===== src/rtl/hcm_access_arbiter.sv =====
// Round-robin arbiter sharing one HCM port among NREQ requesters, with a per-event seen-row bitmap.
// Optional macro HCM_WRITE_PRIORITY_EN: grant writes ahead of reads.
module hcm_access_arbiter #(
    parameter int NREQ         = 4,
    parameter int ROW_BITS     = 8,
    parameter int DRAIN_CYCLES = 8,
    localparam int ID_BITS     = (NREQ > 1) ? $clog2(NREQ) : 1
) (
    input  logic                     clk,
    input  logic                     reset,
    input  logic [NREQ-1:0]          req_valid,
    input  logic [NREQ-1:0]          req_write,
    input  logic [NREQ*ROW_BITS-1:0] req_row,
    output logic [NREQ-1:0]          req_ready,
    input  logic                     event_end,
    input  logic                     hcm_busy,
    output logic                     hcm_write_row,
    output logic                     hcm_read_row,
    output logic [ROW_BITS-1:0]      hcm_row,
    output logic                     hcm_ssid_is_new,
    output logic [ID_BITS-1:0]       issued_id,
    output logic [ROW_BITS:0]        new_row_count,
    output logic                     event_done
);

    localparam int DEPTH    = 1 << ROW_BITS;
    localparam int CNT_BITS = $clog2(DRAIN_CYCLES + 1);
    localparam int CNT_W    = ROW_BITS + 1;

    typedef enum logic [1:0] {RUN, DRAIN, CLEAR} state_t;

    state_t               state_reg;
    logic [ID_BITS-1:0]   rr_ptr_reg;
    logic [DEPTH-1:0]     bitmap_reg;
    logic [CNT_BITS-1:0]  drain_cnt_reg;
    logic [CNT_W-1:0]     new_count_reg;
    logic                 write_row_reg;
    logic                 read_row_reg;
    logic                 ssid_new_reg;
    logic [ROW_BITS-1:0]  row_reg;
    logic [ID_BITS-1:0]   id_reg;
    logic                 event_done_reg;

    logic [ROW_BITS-1:0]  row_arr [NREQ];
    logic [NREQ-1:0]      cand;
    logic                 grant_found;
    logic [ID_BITS-1:0]   grant_idx;
    logic [ID_BITS-1:0]   rr_ptr_next;
    logic [ROW_BITS-1:0]  grant_row;
    logic                 grant_write;
    logic                 handshake;

    for (genvar gi = 0; gi < NREQ; gi++) begin : g_row_unpack
        assign row_arr[gi] = req_row[gi*ROW_BITS +: ROW_BITS];
    end

    // Candidate set; with write priority, reads compete only when no write is pending.
    always_comb begin
        cand = req_valid;
`ifdef HCM_WRITE_PRIORITY_EN
        if ((req_valid & req_write) != '0)
            cand = req_valid & req_write;
`endif
    end

    always_comb begin
        int idx;
        idx         = 0;
        grant_found = 1'b0;
        grant_idx   = '0;
        for (int i = 0; i < NREQ; i++) begin
            idx = int'(rr_ptr_reg) + i;
            if (idx >= NREQ)
                idx = idx - NREQ;
            if (!grant_found && cand[idx]) begin
                grant_found = 1'b1;
                grant_idx   = ID_BITS'(idx);
            end
        end
    end

    assign handshake   = (state_reg == RUN) && grant_found;
    assign req_ready   = handshake ? (NREQ'(1) << grant_idx) : '0;
    assign grant_row   = row_arr[grant_idx];
    assign grant_write = req_write[grant_idx];
    assign rr_ptr_next = (grant_idx == ID_BITS'(NREQ - 1)) ? '0 : grant_idx + ID_BITS'(1);

    always_ff @(posedge clk) begin
        if (reset) begin
            state_reg      <= RUN;
            rr_ptr_reg     <= '0;
            bitmap_reg     <= '0;
            drain_cnt_reg  <= '0;
            new_count_reg  <= '0;
            write_row_reg  <= 1'b0;
            read_row_reg   <= 1'b0;
            ssid_new_reg   <= 1'b0;
            row_reg        <= '0;
            id_reg         <= '0;
            event_done_reg <= 1'b0;
        end else begin
            write_row_reg  <= 1'b0;
            read_row_reg   <= 1'b0;
            ssid_new_reg   <= 1'b0;
            event_done_reg <= 1'b0;
            case (state_reg)
                RUN: begin
                    if (handshake) begin
                        rr_ptr_reg    <= rr_ptr_next;
                        row_reg       <= grant_row;
                        id_reg        <= grant_idx;
                        write_row_reg <= grant_write;
                        read_row_reg  <= !grant_write;
                        // First write to a row this event marks it new.
                        if (grant_write && !bitmap_reg[grant_row]) begin
                            ssid_new_reg          <= 1'b1;
                            bitmap_reg[grant_row] <= 1'b1;
                            if (new_count_reg != CNT_W'(DEPTH))
                                new_count_reg <= new_count_reg + CNT_W'(1);
                        end
                    end
                    if (event_end) begin
                        state_reg     <= DRAIN;
                        drain_cnt_reg <= '0;
                    end
                end
                DRAIN: begin
                    if (hcm_busy) begin
                        drain_cnt_reg <= '0;
                    end else if (drain_cnt_reg == CNT_BITS'(DRAIN_CYCLES - 1)) begin
                        state_reg      <= CLEAR;
                        drain_cnt_reg  <= '0;
                        bitmap_reg     <= '0;
                        new_count_reg  <= '0;
                        event_done_reg <= 1'b1;
                    end else begin
                        drain_cnt_reg <= drain_cnt_reg + CNT_BITS'(1);
                    end
                end
                CLEAR: begin
                    state_reg <= RUN;
                end
                default: begin
                    state_reg <= RUN;
                end
            endcase
        end
    end

    assign hcm_write_row   = write_row_reg;
    assign hcm_read_row    = read_row_reg;
    assign hcm_row         = row_reg;
    assign hcm_ssid_is_new = ssid_new_reg;
    assign issued_id       = id_reg;
    assign new_row_count   = new_count_reg;
    assign event_done      = event_done_reg;

endmodule


===== config.mk =====
export PLATFORM = sky130hd
export DESIGN_NAME = hcm_access_arbiter
export DESIGN_NICKNAME = d
export VERILOG_FILES = /design/src/rtl/hcm_access_arbiter.sv
export SDC_FILE = /design/constraint.sdc
export NUM_CORES = 1
export LEC_CHECK = 0
export ABC_AREA = 1
export BUFFER_PORTS_ARGS = -buffer_cell sky130_fd_sc_hd__buf_4
export CORE_MARGIN = 5
export CORE_UTILIZATION = 65
export DETAILED_ROUTE_END_ITERATION = 10
export PLACE_DENSITY = 0.82
export SETUP_SLACK_MARGIN = 0.3
export SLEW_MARGIN = 0
export SYNTH_ARGS = -nofsm -noshare
export SYNTH_HDL_FRONTEND = slang
export SYNTH_SLANG_ARGS = --single-unit
export TNS_END_PERCENT = 30

===== constraint.sdc =====
create_clock -name clk -period 7.9 [get_ports clk]
set_input_delay 1.58 -clock clk [delete_from_list [all_inputs] [get_ports clk]]
set_output_delay 1.58 -clock clk [all_outputs]
set_load 0.02 [all_outputs]

; ---- Word-level counts from Yosys, hierarchy flattened
; Index checks and enable logic that the tools add are counted.
[classes]
magnitude_cmp = 12
addsub = 10
eq_ne = 10
shifts = 1
mux = 56
n_bitwise = 5
reduce_logical = 20
[op_table]
columns = operator, count
row1 = $mux 256, 4
row2 = $pmux 256 s2, 1
row3 = $or 256x256->256, 1
row4 = $lt 32x4->1 const B, 4
row5 = $mux 32, 4
row6 = $mux 9, 5
row7 = $pmux 9 s2, 1
row8 = $mux 1, 17
row9 = $bmux 8 s2, 1
row10 = $mux 2, 8
row11 = $mux 4, 4
row12 = $mux 8, 2
row13 = $ge 3x3->1 const B, 4
row14 = $sub 3x3->4 const B, 3
row15 = $bmux 1 s2, 5
row16 = $add 9x1->9 const B, 1
row17 = $lt 8x9->1 const B, 1
row18 = $ne 9x9->1 const B, 1
row19 = $bmux 1 s8, 1
row20 = $demux 1 s8, 1
row21 = $ge 8x1->1 const B, 1
row22 = $ne 2x2->1 const B, 4
row23 = $pmux 4 s2, 1
row24 = $add 2x2->3 const B, 2
row25 = 23 further kinds, 37
[totals]
output_inout_bits = 27
ff_bits = 287
in_bits = 44
wordCells = 125

; ---- Longest topological paths before layout
[logic_depth]
depth_word = 27
depth_mapped = 33
depth_no_buf = 29

; ---- Least setup slack after synthesis
; No wires, ideal clock.
[synth_path]
kind = input to output
start = input req_valid[1]
end = output req_ready[0]
path_slack_ns = 3.321
required_ns = 6.320
cell_stages = 13
t_arrival_ns = 2.999
path_cell_list = inv_1 > nand2_1 > nand3_1 > nand2_2 > nor2_4 > nand3_2 > clkinv_1 > nand2_1 > nand2_2 > buf_2 > ha_1 > inv_1 > nor2_1
[synth_between]
elab_chain_cells = 15
elab_cells_between_ends = 29
[synth_lines]
columns = item, line
row1 = start: declaration, 11  ; input logic [NREQ-1:0] req_valid,
row2 = $bmux 1 s2, 75  ; if (!grant_found && cand[idx]) begin
row3 = $mux 1 (implied by the code) (2 in a row), 75
row4 = $mux 1, 75
row5 = $logic_not 1->1, 75
row6 = $logic_and 1x1->1, 75
row7 = $mux 1, 75
row8 = $logic_not 1->1, 75
row9 = $logic_and 1x1->1, 75
row10 = $mux 1, 75
row11 = $logic_not 1->1, 75
row12 = $logic_and 1x1->1, 75
row13 = $mux 2 or $mux 1 (tied branches), 75
row14 = $shl 1x2->4 or $logic_and 1x1->1 (tied branches), "83, 82"
row15 = $mux 4 (*), 83  ; assign req_ready = handshake ? (NREQ'(1) << grant_idx) : '0;
row16 = end: declaration, 14  ; output logic [NREQ-1:0] req_ready,
; Mark *: on every way between the ends. The rest lies on a longest branch, timed or not. The select of a mux whose other input is x is not followed.

; ---- Worst setup path after layout
[layout_path]
start = input req_valid[1]
end = register bitmap_reg[198]
[layout_between]
elab_chain_cells = 25
elab_cells_between_ends = 49
[layout_lines]
columns = item, line
row1 = $bmux 1 s2, 75
row2 = $mux 1 (implied by the code) (2 in a row), 75
row3 = $mux 1, 75
row4 = $logic_not 1->1, 75
row5 = $logic_and 1x1->1, 75
row6 = $mux 1, 75
row7 = $logic_not 1->1, 75
row8 = $logic_and 1x1->1, 75
row9 = [8 not listed], --
row10 = $lt 8x9->1 (implied by the code) or $ge 8x1->1 (tied branches), 117  ; bitmap_reg[grant_row] <= 1'b1;
row11 = $logic_and 1x1->1 (implied by the code), 117
row12 = $mux 1 (implied by the code), 117
row13 = $demux 1 s8, 117
row14 = $or 256x256->256 (no source line), --
row15 = $mux 256, 115  ; if (grant_write && !bitmap_reg[grant_row]) begin
row16 = $mux 256, 108  ; if (handshake) begin
row17 = $pmux 256 s2, 106  ; case (state_reg)
row18 = end signal: assignment, 92  ; bitmap_reg <= '0;
row19 = end signal: indexed assignment, 117
row20 = end signal: assignment, 133  ; bitmap_reg <= '0;
row21 = end: declaration, 34  ; logic [DEPTH-1:0] bitmap_reg;
; Parallel ways exist; a longest one is shown, timed or not. The select of a mux whose other input is x is not followed.
; A chain may end at the register's enable or synchronous reset.

==> impl_metrics.csv <==
group,metric,value,unit
sta,hold_viol,0,
global_route,antenna_found_initial,1,
placed_design,placed_area,0.01516,mm^2
global_route,grt_start_max_net_pins,259,
yosys,syn_inst,2251,
die,io_pins,71,
cells_and_area,fin_nets,2269,
yosys,synth_flop_cell,"dfxtp_1",
yosys,ys_types,35,
yosys,synth-simple-area-share,0.3247,
sta,relSlewSlack,0.06392,
setup_path,crit_path_max_fanout,124,
cells_and_area,most-common-layout-cells,"nand2_1 (665), inv_1 (327), dfxtp_1 (287)",
clock_tree,clock_path_buffers,3,
run,maxCapViolations,0,
detailed_routing,drc,0,
yosys,synth_area,0.01496,mm^2
clock_tree,cts_tree,"built",
yosys,synth_nets,2302,
global_route,globalRouteTotalUtil,0.3143,
detailed_routing,wl,42.68,mm
sta,worst_pin_slew,1.404,ns
clock_tree,ctsHoldBuffers,0,
die,start_util,0.6606,
cells_and_area,diodes,0,
cells_and_area,syn_to_final_growth,8.149,%
yosys,synth_edf_count,0,
yosys,ys_seq_area_frac,0.3842,
clock_tree,clk_pin_slew,0.06,ns
die,die-area,0.02614,mm^2
global_route,grt_pass1_vias,13450,
placed_design,hpwlAfterDp,24.31,mm
detailed_routing,via_per_inst,5.860,
sta,clock_skew,0.01171,ns
setup_path,crit_path_start_kind,"input pin",
detailed_routing,dr.pass1.iters,5,
yosys,synth_compound_area_frac,0.1283,
die,fp.dieH,161.7,um
yosys,synth-async-reset-ratio,0,
die,core_area,0.02264,mm^2
clock_tree,numCtsBuffers,30,
detailed_routing,drt_iter0_markers,1913,
sta,rsz0062_at_grt,"no",
global_route,grt-ovfl-total,0,
yosys,synth_area_per_cell,6.644,um^2
cells_and_area,fin_util,0.7144,
yosys,synthXorXnorAreaFrac,0.002928,
sta,fmax,158.8,MHz
sta,maxSlewViolCount,0,
cells_and_area,drive_gt1_frac,0.08608,
die,fp-row-count,55,
cells_and_area,largest_register_ff_count,256,
cells_and_area,multi_input_area,0.006932,mm^2
setup_path,cp-end-kind,"flop",
setup_path,critical_path_class,"in -> reg",
yosys,synth_top_family_by_area,"simple AND/OR/NAND/NOR gates",
sta,min_period,6.296,ns
clock_tree,root_buffer,"clkbuf_16",
detailed_routing,postRouteAntennaNets,0,
clock_tree,cts_sinks,287,
cells_and_area,nFillCells,1924,
clock_tree,cts_resized,0,
yosys,yosysWarningCount,0,
global_route,grt_pass1_wl,68.71,mm
placed_design,port-buffer-count,70,
setup_path,crit_arrival,6.76,ns
setup_path,crit_required,8.36,ns
yosys,synthMuxAreaShare,0,
sta,min_period_over_period,0.7969,
outcome,status,"completed",
sta,setup_viol,0,
clock_tree,htreeDepth,1,
cells_and_area,seq_area,0.005746,mm^2
detailed_routing,via_count,14810,
detailed_routing,wl_per_cell,16.89,um
yosys,ys_ff_latch,287,
clock_tree,post_cts_buffers,0,
placed_design,gp_congestion,0.8664,
cells_and_area,final_area,0.01617,mm^2
sta,finalSetupTns,0,ns
clock_tree,clock_latency,0.55,ns
hold_path,holdCritPathClass,"reg -> reg",
cells_and_area,final_common_cell,"nand2_1",
yosys,synth_fa_ha_area_frac,0.005856,
die,die_w,161.7,um
[synth_stat cells (7+ instances only)]
| master | n | area (um^2) |
|---|---|---|
| ha_1 | 7 | 87.58 |
| a21oi_1 | 275 | 1376 |
| dfxtp_1 | 287 | 5746 |
| buf_8 | 11 | 165.2 |
| nand4_1 | 266 | 1664 |
| clkbuf_1 | 94 | 352.8 |
| o21ai_1 | 18 | 90.09 |
| nor2_1 | 79 | 296.5 |
| inv_1 | 327 | 1227 |
| nand3_1 | 25 | 125.1 |
| o211ai_1 | 16 | 120.1 |
| buf_2 | 21 | 105.1 |
| buf_1 | 10 | 37.54 |
| buf_6 | 31 | 349.1 |
| nand2_1 | 668 | 2507 |
| o21ai_0 | 60 | 300.3 |
[through the flow]
stage / worst slack (ns) / hold slack, ns / std cells
floorplan: 3.321 / 0.4301 / 2251
global placement: 1.335 / 0.4361 / 2471
detailed placement: 1.218 / 0.4398 / 2471
CTS: 1.739 / 0.4491 / 2527
global route: 1.228 / 0.4611 / 2527
finish: 1.604 / 0.4477 / 2527
[worst max-delay path, stage by stage]
cell	delay [ns]
buf_4	0.11
inv_1	0.06
nand2_1	0.07
nand3_1	0.15
nand2_2	0.09
nor2_4	0.14
nand3_2	0.16
nand3_4	0.28
inv_2	0.19
nand2_1	0.11
nand3_1	0.08
nand2_2	0.34
inv_2	0.31
buf_4	0.34
nand2_1	0.10
nand2_1	0.05
nand2_1	0.05
nand2_1	0.07
nor2_1	0.11
nor2_1	0.05
nor2_1	0.15
nand3_1	0.15
nor2_1	0.14
nand2_1	0.16
nand2_8	0.59
buf_4	0.64
nand4_1	0.19
a21oi_1	0.21
[worst paths after layout]
kind | from | end | slack (ns) | depth (start not counted)
min | bitmap_reg[103]$_SDFFE_PP0P_ | bitmap_reg[103]$_SDFFE_PP0P_ | 0.45 | 2
min reg2reg | bitmap_reg[103]$_SDFFE_PP0P_ | bitmap_reg[103]$_SDFFE_PP0P_ | 0.45 | 2
max | req_valid[1] | bitmap_reg[198]$_SDFFE_PP0P_ | 1.60 | 28
max reg2reg | rr_ptr_reg[0]$_SDFFE_PP0P_ | bitmap_reg[198]$_SDFFE_PP0P_ | 2.04 | 28
[layout make-up]
class | instances | share of cell area
multi-input combinational | 1457 | 0.4286
sequential | 287 | 0.3552
inverter | 335 | 0.07774
clock buffer | 46 | 0.05763
timing repair buffer | 107 | 0.05353
tap | 285 | 0.02205
clock inverter | 10 | 0.005260
[per-layer routing]
layer | track usage | wire [um]
met1 | 0.4181 | 16940
met2 | 0.5151 | 20000
met3 | 0.05532 | 4101
met4 | 0.1184 | 1637
met5 | 0 | 7
[kinds of logic (layout without fill, tap and decap cells)]
family                     Yosys count  after routing
AOI/OAI and AO/OA                  373            373
adders and majority gates            7              7
xor gates and xnor gates             5              5
buffers and inverters              507            498
DFF                                287            287
and+or+nand+nor                   1072           1072
Power is left out: the tool's default activity adds up to more than one toggle a clock period on the data nets, which glitch-free logic cannot reach.
